File: config.mk
export PLATFORM = sky130hd
export DESIGN_NAME = pc_predict_unit
export DESIGN_NICKNAME = d
export VERILOG_FILES = /design/src/rtl/pc_predict_unit.sv
export SDC_FILE = /design/constraint.sdc
export NUM_CORES = 2
export LEC_CHECK = 0
export BUFFER_PORTS_ARGS = -buffer_cell sky130_fd_sc_hd__buf_2
export CAP_MARGIN = 10
export CORE_ASPECT_RATIO = 1.25
export CORE_MARGIN = 1
export CORE_UTILIZATION = 65
export CTS_BUF_LIST = sky130_fd_sc_hd__clkbuf_8
export DETAILED_ROUTE_END_ITERATION = 12
export PLACE_DENSITY_LB_ADDON = 0.25
export SETUP_SLACK_MARGIN = 0.05
export SLEW_MARGIN = 40
export SYNTH_ARGS = -nofsm -noshare
export SYNTH_HDL_FRONTEND = slang
export SYNTH_SLANG_ARGS = --single-unit
File: constraint.sdc
create_clock -name clk -period 14.7 [get_ports clk]
set_input_delay 4.41 -clock clk [delete_from_list [all_inputs] [get_ports clk]]
set_output_delay 4.41 -clock clk [all_outputs]
set_load 0.02 [all_outputs]
File: src/rtl/pc_predict_unit.sv
// Fetch PC unit: PC register, next-PC selection, direct-mapped BTB with 2-bit direction counters,
// Execute-stage misprediction detection and redirect.
module pc_predict_unit #(
  parameter int unsigned           DATA_WIDTH  = 32,
  parameter int unsigned           BTB_ENTRIES = 16,
  parameter logic [DATA_WIDTH-1:0] RESET_PC    = '0,
  parameter int unsigned           CNT_WIDTH   = 16
) (
  input  logic                  clk,
  input  logic                  rst_n,
  input  logic                  PCen_i,
  output logic [DATA_WIDTH-1:0] PCF_o,
  output logic [DATA_WIDTH-1:0] PCPlus4F_o,
  output logic                  PredTakenF_o,
  output logic [DATA_WIDTH-1:0] PredTargetF_o,
  input  logic                  ResolveE_i,
  input  logic [DATA_WIDTH-1:0] PCE_i,
  input  logic                  TakenE_i,
  input  logic [DATA_WIDTH-1:0] TargetE_i,
  input  logic                  PredTakenE_i,
  input  logic [DATA_WIDTH-1:0] PredTargetE_i,
  output logic                  MispredictE_o,
  output logic [CNT_WIDTH-1:0]  MispredCount_o
);

  localparam int unsigned Idx  = $clog2(BTB_ENTRIES);
  localparam int unsigned TagW = DATA_WIDTH - Idx - 2;

  logic [DATA_WIDTH-1:0]  pc_q, pc_d;
  logic [CNT_WIDTH-1:0]   cnt_q, cnt_d;
  logic [BTB_ENTRIES-1:0] valid_q;
  logic [TagW-1:0]        tag_q    [BTB_ENTRIES];
  logic [DATA_WIDTH-1:0]  target_q [BTB_ENTRIES];
  logic [1:0]             ctr_q    [BTB_ENTRIES];

  logic [Idx-1:0]         f_idx, e_idx;
  logic [TagW-1:0]        f_tag, e_tag;
  logic                   hit_f, hit_e;
  logic [DATA_WIDTH-1:0]  pc_plus4, redirect_pc;
  logic                   mispredict;
  logic                   btb_we;
  logic [1:0]             new_ctr;

  assign f_idx = pc_q[Idx+1:2];
  assign f_tag = pc_q[DATA_WIDTH-1:Idx+2];
  assign e_idx = PCE_i[Idx+1:2];
  assign e_tag = PCE_i[DATA_WIDTH-1:Idx+2];

  assign hit_f    = valid_q[f_idx] && (tag_q[f_idx] == f_tag);
  assign hit_e    = valid_q[e_idx] && (tag_q[e_idx] == e_tag);
  assign pc_plus4 = pc_q + DATA_WIDTH'(4);

  assign mispredict = ResolveE_i &
                      ((TakenE_i != PredTakenE_i) |
                       (TakenE_i & PredTakenE_i & (TargetE_i != PredTargetE_i)));
  assign redirect_pc = TakenE_i ? TargetE_i : (PCE_i + DATA_WIDTH'(4));

  assign PCF_o          = pc_q;
  assign PCPlus4F_o     = pc_plus4;
  assign PredTakenF_o   = hit_f & ctr_q[f_idx][1];
  assign PredTargetF_o  = hit_f ? target_q[f_idx] : pc_plus4;
  assign MispredictE_o  = mispredict;
  assign MispredCount_o = cnt_q;

  // A redirect from Execute overrides a fetch stall.
  always_comb begin
    pc_d = pc_plus4;
    if (mispredict) begin
      pc_d = redirect_pc;
    end else if (!PCen_i) begin
      pc_d = pc_q;
    end else if (PredTakenF_o) begin
      pc_d = PredTargetF_o;
    end
  end

  assign cnt_d = mispredict ? (cnt_q + CNT_WIDTH'(1)) : cnt_q;

  always_comb begin
    btb_we  = 1'b0;
    new_ctr = ctr_q[e_idx];
    if (ResolveE_i) begin
      if (hit_e) begin
        btb_we = 1'b1;
        if (TakenE_i) begin
          new_ctr = (ctr_q[e_idx] == 2'b11) ? 2'b11 : ctr_q[e_idx] + 2'b01;
        end else begin
          new_ctr = (ctr_q[e_idx] == 2'b00) ? 2'b00 : ctr_q[e_idx] - 2'b01;
        end
      end else if (TakenE_i) begin
        btb_we  = 1'b1;
        new_ctr = 2'b10;
      end
    end
  end

  always_ff @(posedge clk or negedge rst_n) begin
    if (!rst_n) begin
      pc_q  <= RESET_PC;
      cnt_q <= '0;
    end else begin
      pc_q  <= pc_d;
      cnt_q <= cnt_d;
    end
  end

  always_ff @(posedge clk or negedge rst_n) begin
    if (!rst_n) begin
      valid_q <= '0;
      for (int i = 0; i < BTB_ENTRIES; i++) begin
        tag_q[i]    <= '0;
        target_q[i] <= '0;
        ctr_q[i]    <= 2'b01;
      end
    end else if (btb_we) begin
      valid_q[e_idx] <= 1'b1;
      tag_q[e_idx]   <= e_tag;
      ctr_q[e_idx]   <= new_ctr;
      // A not-taken hit keeps the stored target.
      if (TakenE_i) begin
        target_q[e_idx] <= TargetE_i;
      end
    end
  end

endmodule
Yosys cells after proc, flatten, opt, wreduce, memory -nomap -nowiden
Index checks and enable logic that the tools add are counted.

word-level totals
  flip-flop bits (word level) = 1024
  output and inout bits = 114

operators by class
  muxes and demuxes = 44
  $add $sub $neg = 5
  bitwise gates (word level) = 8
  equal/unequal tests = 5
  order comparisons = 6
  reduce and logical (&&, ||, !) cells = 7

operators by type and width
  cell                                                         number
  bitwise mux 512 bit                                          1
  bitwise mux 416 bit                                          1
  two-way mux 32 bit                                           8
  binary-select mux 26 bit (select 4 bit)                      2
  two-way mux 26 bit                                           5
  binary-select mux 32 bit (select 4 bit)                      1
  demux 32 bit (select 4 bit)                                  1
  demux 26 bit (select 4 bit)                                  1
  adder 32 x 3 -> 32 bit (second input constant)               2
  == test 26 bit                                               2
  bitwise mux 32 bit                                           1
  inequality test 32 bit                                       1
  two-way mux 2 bit                                            11
  adder 16 x 1 -> 16 bit (second input constant)               1
  binary-select mux 2 bit (select 4 bit)                       2
  OR 16 bit                                                    1
  greater-or-equal comparator 5 bit (second input constant)    2
  less-than comparator 4 x 5 -> 1 bit (second input constant)  2
  NOT 4 -> 5 bit                                               2
  binary-select mux 1 bit (select 4 bit)                       2
  demux 2 bit (select 4 bit)                                   1
  two-way mux 1 bit                                            6
  less-than comparator 5 x 1 -> 1 bit (second input constant)  1
  bitwise AND 1 bit                                            4
  11 further kinds                                             14

Longest topological paths before layout
  depth in word-level cells = 10
  gate-level depth with buffers = 18
  mapped depth without buffers = 10

Worst setup path before layout
Ideal clock, no wire load.

  path type = input to output
  start point = input TargetE_i[3]
  end point = output MispredictE_o
  stages = 8
  arrival = 6053 ps
  required time = 10290 ps
  path slack = 4237 ps
  cells stage by stage = clkbuf_1 -> xor2_1 -> nor4_1 -> nand4_1 -> o21ai_0 -> a21oi_1 -> clkbuf_1 -> clkbuf_1

between the ends
  word-level cells in the longest chain between the ends = 4

RTL lines
  what                    line  source
  start: declaration      19    input logic [DATA_WIDTH-1:0] TargetE_i,
  inequality test 32 bit  55    (TakenE_i & PredTakenE_i & (TargetE_i != PredTargetE_i)));
  bitwise AND 1 bit       55
  OR 1 bit                54    ((TakenE_i != PredTakenE_i) |
  bitwise AND 1 bit       53    assign mispredict = ResolveE_i &
  end: declaration        22    output logic MispredictE_o,

No other way between the ends.

Worst setup path in the final report
  start point = input TargetE_i[0]
  end point = output MispredictE_o

Same word-level chain as after synthesis.

==> impl_metrics.toml <==
[power]
intPower_mw = 5.914
combPwrFrac_pct = 29.3
power_frac_seq_pct = 42.7
power_leakage_nw = 27.15
powerDensity_nw_per_um2 = 150.7
clock_power_share_pct = 28.0
switching_power_mw = 2.989
switching_share_pct = 33.57
irDropWorstVdd_uv = 119.6

[floorplan]
initial_core_util_pct = 66.04
core-area_sq_um = 81830
die_h_microns = 324.4
dieWidth_microns = 259.9
num_rows = 117
io_pins = 216
dieArea_sq_um = 84310

[logic_synthesis]
synthMuxAreaShare_pct = 36.63
ys.flop_type = "dfrtp_1"
synth.distinct_cells = 75
synth_top_family_by_area = "multiplexers"
synth-simple-area-share_pct = 4.730
synth_adder_area_share_pct = 0.1621
syn_avg_cell_area_sq_um = 13.45
synth_xor_area_share_pct = 2.317
syn_area_sq_um = 54040
syn-num-nets = 4126
syn_inst = 4017
synthArstFlopShare_pct = 100.0
ys_seq_area_share_pct = 47.45
synth_seq_cells = 1024
synth_edf_count = 0
synth_compound_area_share_pct = 5.230
yosys_warnings = 0

[final_layout]
finalNetCount = 4195
layout_common_cells = "dfrtp_1, mux2_2, mux2i_1"
fin_area_sq_um = 59080
syn_to_final_growth_pct = 9.314
final_common_cell = "dfrtp_1"
drive_gt1_share_pct = 43.71

[clocking]
clockBufferDepth = 3
holdBufCountCts = 0
post_cts_resized = 0
cts_tree = "done"
clk_latency_ns = 0.85
cts.reportedPaths.clkPinSlew_ns = 0.06
cts_root_buf = "clkbuf_8"
cts_sinks = 1024
cts_buffers = 163
post-cts-setup-buffer-count = 0
cts.htree.levels = 4

[critical_path]
cp.arrival_ns = 6.64
crit_path_end_kind = "primary output"
cp_top_family = "buffers and inverters"
cp-start-kind = "input pin"
critPathMostFrequentCell = "buf_2"
worstSetupPathType = "in -> out"
critPathMaxStageDelay_ns = 0.57
crit_fanout = 33
cp_cell_sequence = "buf_2 -> xor2_1 -> nor4_4 -> nand4_1 -> o21ai_0 -> a21oi_4 -> buf_4 -> buf_2"
required_ns = 10.29
cp_slowest_cell = "nor4_4"
path_buf_inv = 3

[routing]
maxUsedRoutingLayer = "met5"
firstDrtPassIters = 6
wl_met1_microns = 60310
vias = 37530
postRouteAntennaNets = 0
drtIter0Drc = 3964
viasPerCell = 7.093
wl_met2_microns = 76150
finalWirelength_microns = 163800
drc = 0
routedWlPerCell_microns = 30.96
wl_met3_microns = 16490

[job]
drv_cap = 0

[place]
place_area_sq_um = 55650
place_ws_ns = 3.635
dp_hpwl_microns = 99220
globalplace.congestion = 0.9603
port_buffers = 215

[status]
status = "finished clean"

[sta]
layout_setup_ws_ns = 3.654
rsz0062_at_grt = "no"
finalSetupViolations = 0
relSlewSlack_pct = 36.41
hold_violations = 0
clock.fmax_ghz = 0.09053
finalCriticalPeriod_ns = 11.05
worst_pin_slew_ns = 0.9470
final_max_slew_viol_count = 0
fin_skew_ns = 0.02805
tns_ns = 0
fin_crit_sh_pct = 75.15

[grt]
first_global_vias = 38590
antenna_found_initial = 17
grtUsageTotal_pct = 39.30
grt_max_degree = 154
grt_pass1_wl_microns = 243900
overflow = 0

[min_path]
hp-class = "reg -> reg"
[power by group through the flow]
stage                     Combinational (mW)  Clock (mW)  Sequential (mW)
final                                   2.61        2.49             3.80
after global routing                    2.75        2.64             3.85
after CTS                               2.57        2.51             3.78
after detailed placement                2.56           0             3.82
after global placement                  2.49           0             3.79
after floorplan                         1.83           0             3.67
[cells in the mapped netlist, types with 6 or more instances]
cell type | number | area share, %
mux2i_1 | 295 | 5.5
buf_1 | 72 | 0.50
o211ai_1 | 12 | 0.17
a221oi_1 | 71 | 1.2
mux4_2 | 234 | 9.8
nor3_1 | 24 | 0.22
a22oi_1 | 69 | 0.96
nor4_1 | 18 | 0.21
o31ai_1 | 17 | 0.24
nand3_1 | 56 | 0.52
nand2_1 | 144 | 1.0
nand2b_1 | 17 | 0.20
nor2_1 | 77 | 0.53
mux2_2 | 962 | 20
o221ai_1 | 11 | 0.18
ha_1 | 7 | 0.16
buf_2 | 58 | 0.54
buf_4 | 25 | 0.35
mux2_4 | 24 | 0.67
mux2_1 | 34 | 0.71
xnor2_1 | 81 | 1.3
a31oi_1 | 7 | 0.081
or2_2 | 15 | 0.17
inv_1 | 23 | 0.16
a21oi_1 | 26 | 0.24
dfrtp_1 | 1008 | 47
dfstp_2 | 16 | 0.78
and2_1 | 8 | 0.093
a2111oi_0 | 8 | 0.13
buf_6 | 17 | 0.35
o22ai_1 | 21 | 0.24
nor2b_1 | 14 | 0.16
and4_1 | 10 | 0.16
clkbuf_1 | 221 | 1.5
nor4b_1 | 9 | 0.15
a22o_1 | 9 | 0.15
nor2_4 | 11 | 0.23
o21ai_0 | 83 | 0.77
a221o_1 | 7 | 0.13
a211oi_1 | 8 | 0.11
xor2_1 | 62 | 1.0
and3_1 | 33 | 0.38
nand4_1 | 28 | 0.32
a211o_1 | 6 | 0.097
[cells by family after synthesis]
| group | after synthesis |
|---|---|
| xor+xnor | 143 |
| fa+ha+maj | 7 |
| compound gates | 390 |
| buf+inv | 419 |
| mux | 1549 |
| flops | 1024 |
| simple gates | 485 |
[sequential cells by signal, summed over array words and instances (netlist names)]
register	count
PCF_o	32
valid_q	16
target_q	512
ctr_q	32
MispredCount_o	16
tag_q	416
[cell type report]
cell class | count | area [sq um]
clock buffers | 206 | 2835
well taps | 1071 | 1340
repair buffers | 298 | 1954
inverters | 25 | 95.09
multi-input cells | 2574 | 26680
fillers | 5498 | 22750
diodes | 6 | 15.01
clock inverters | 87 | 494.2
flip-flops and latches | 1024 | 25660
[stage by stage]
step                      utilization, %  cells  power, mW  hold slack [ns]
after floorplan                        -   4017      5.500           0.4468
after global placement             67.81   4986      6.276           0.4519
after detailed placement           68.01   4990      6.385           0.4774
after CTS                          72.07   5283      8.858           0.4835
after global routing               72.19   5291      9.239           0.5057
final                              72.19   5291      8.904           0.4813
[per-layer routing]
layer	GRT usage (%)	up-vias
met5	0	-
li1	-	15200
met1	50.44	19420
met3	10.28	673
met4	23.58	20
met2	60.03	2217
[worst register-to-register path, delay by kind of cell, from the launching register on]
family                 cells  cell delay (ns)
buffers and inverters      3             1.87
multiplexers               1             0.39
flip-flops                 1             0.55
AO/OA/AOI/OAI              3             0.59
AND/OR/NAND/NOR            5             2.13
[worst paths after layout]
check	startpoint	endpoint	slack, ns	cells after the start
setup / recovery	TargetE_i[0]	MispredictE_o	3.65	8
hold / removal	MispredCount_o[9]$_DFFE_PN0N_	MispredCount_o[9]$_DFFE_PN0N_	0.48	1
setup reg to reg	PCF_o[4]$_DFFE_PN0P_	PCF_o[17]$_DFFE_PN0P_	9.04	12
hold reg to reg	MispredCount_o[9]$_DFFE_PN0N_	MispredCount_o[9]$_DFFE_PN0N_	0.48	1
max in group asynchronous	rst_n	PCF_o[3]$_DFFE_PN0P_	9.14	4
min in group asynchronous	rst_n	target_q[278]$_DFFE_PN0P_	3.48	1
Note: power is estimated with default switching activity, not from simulation.
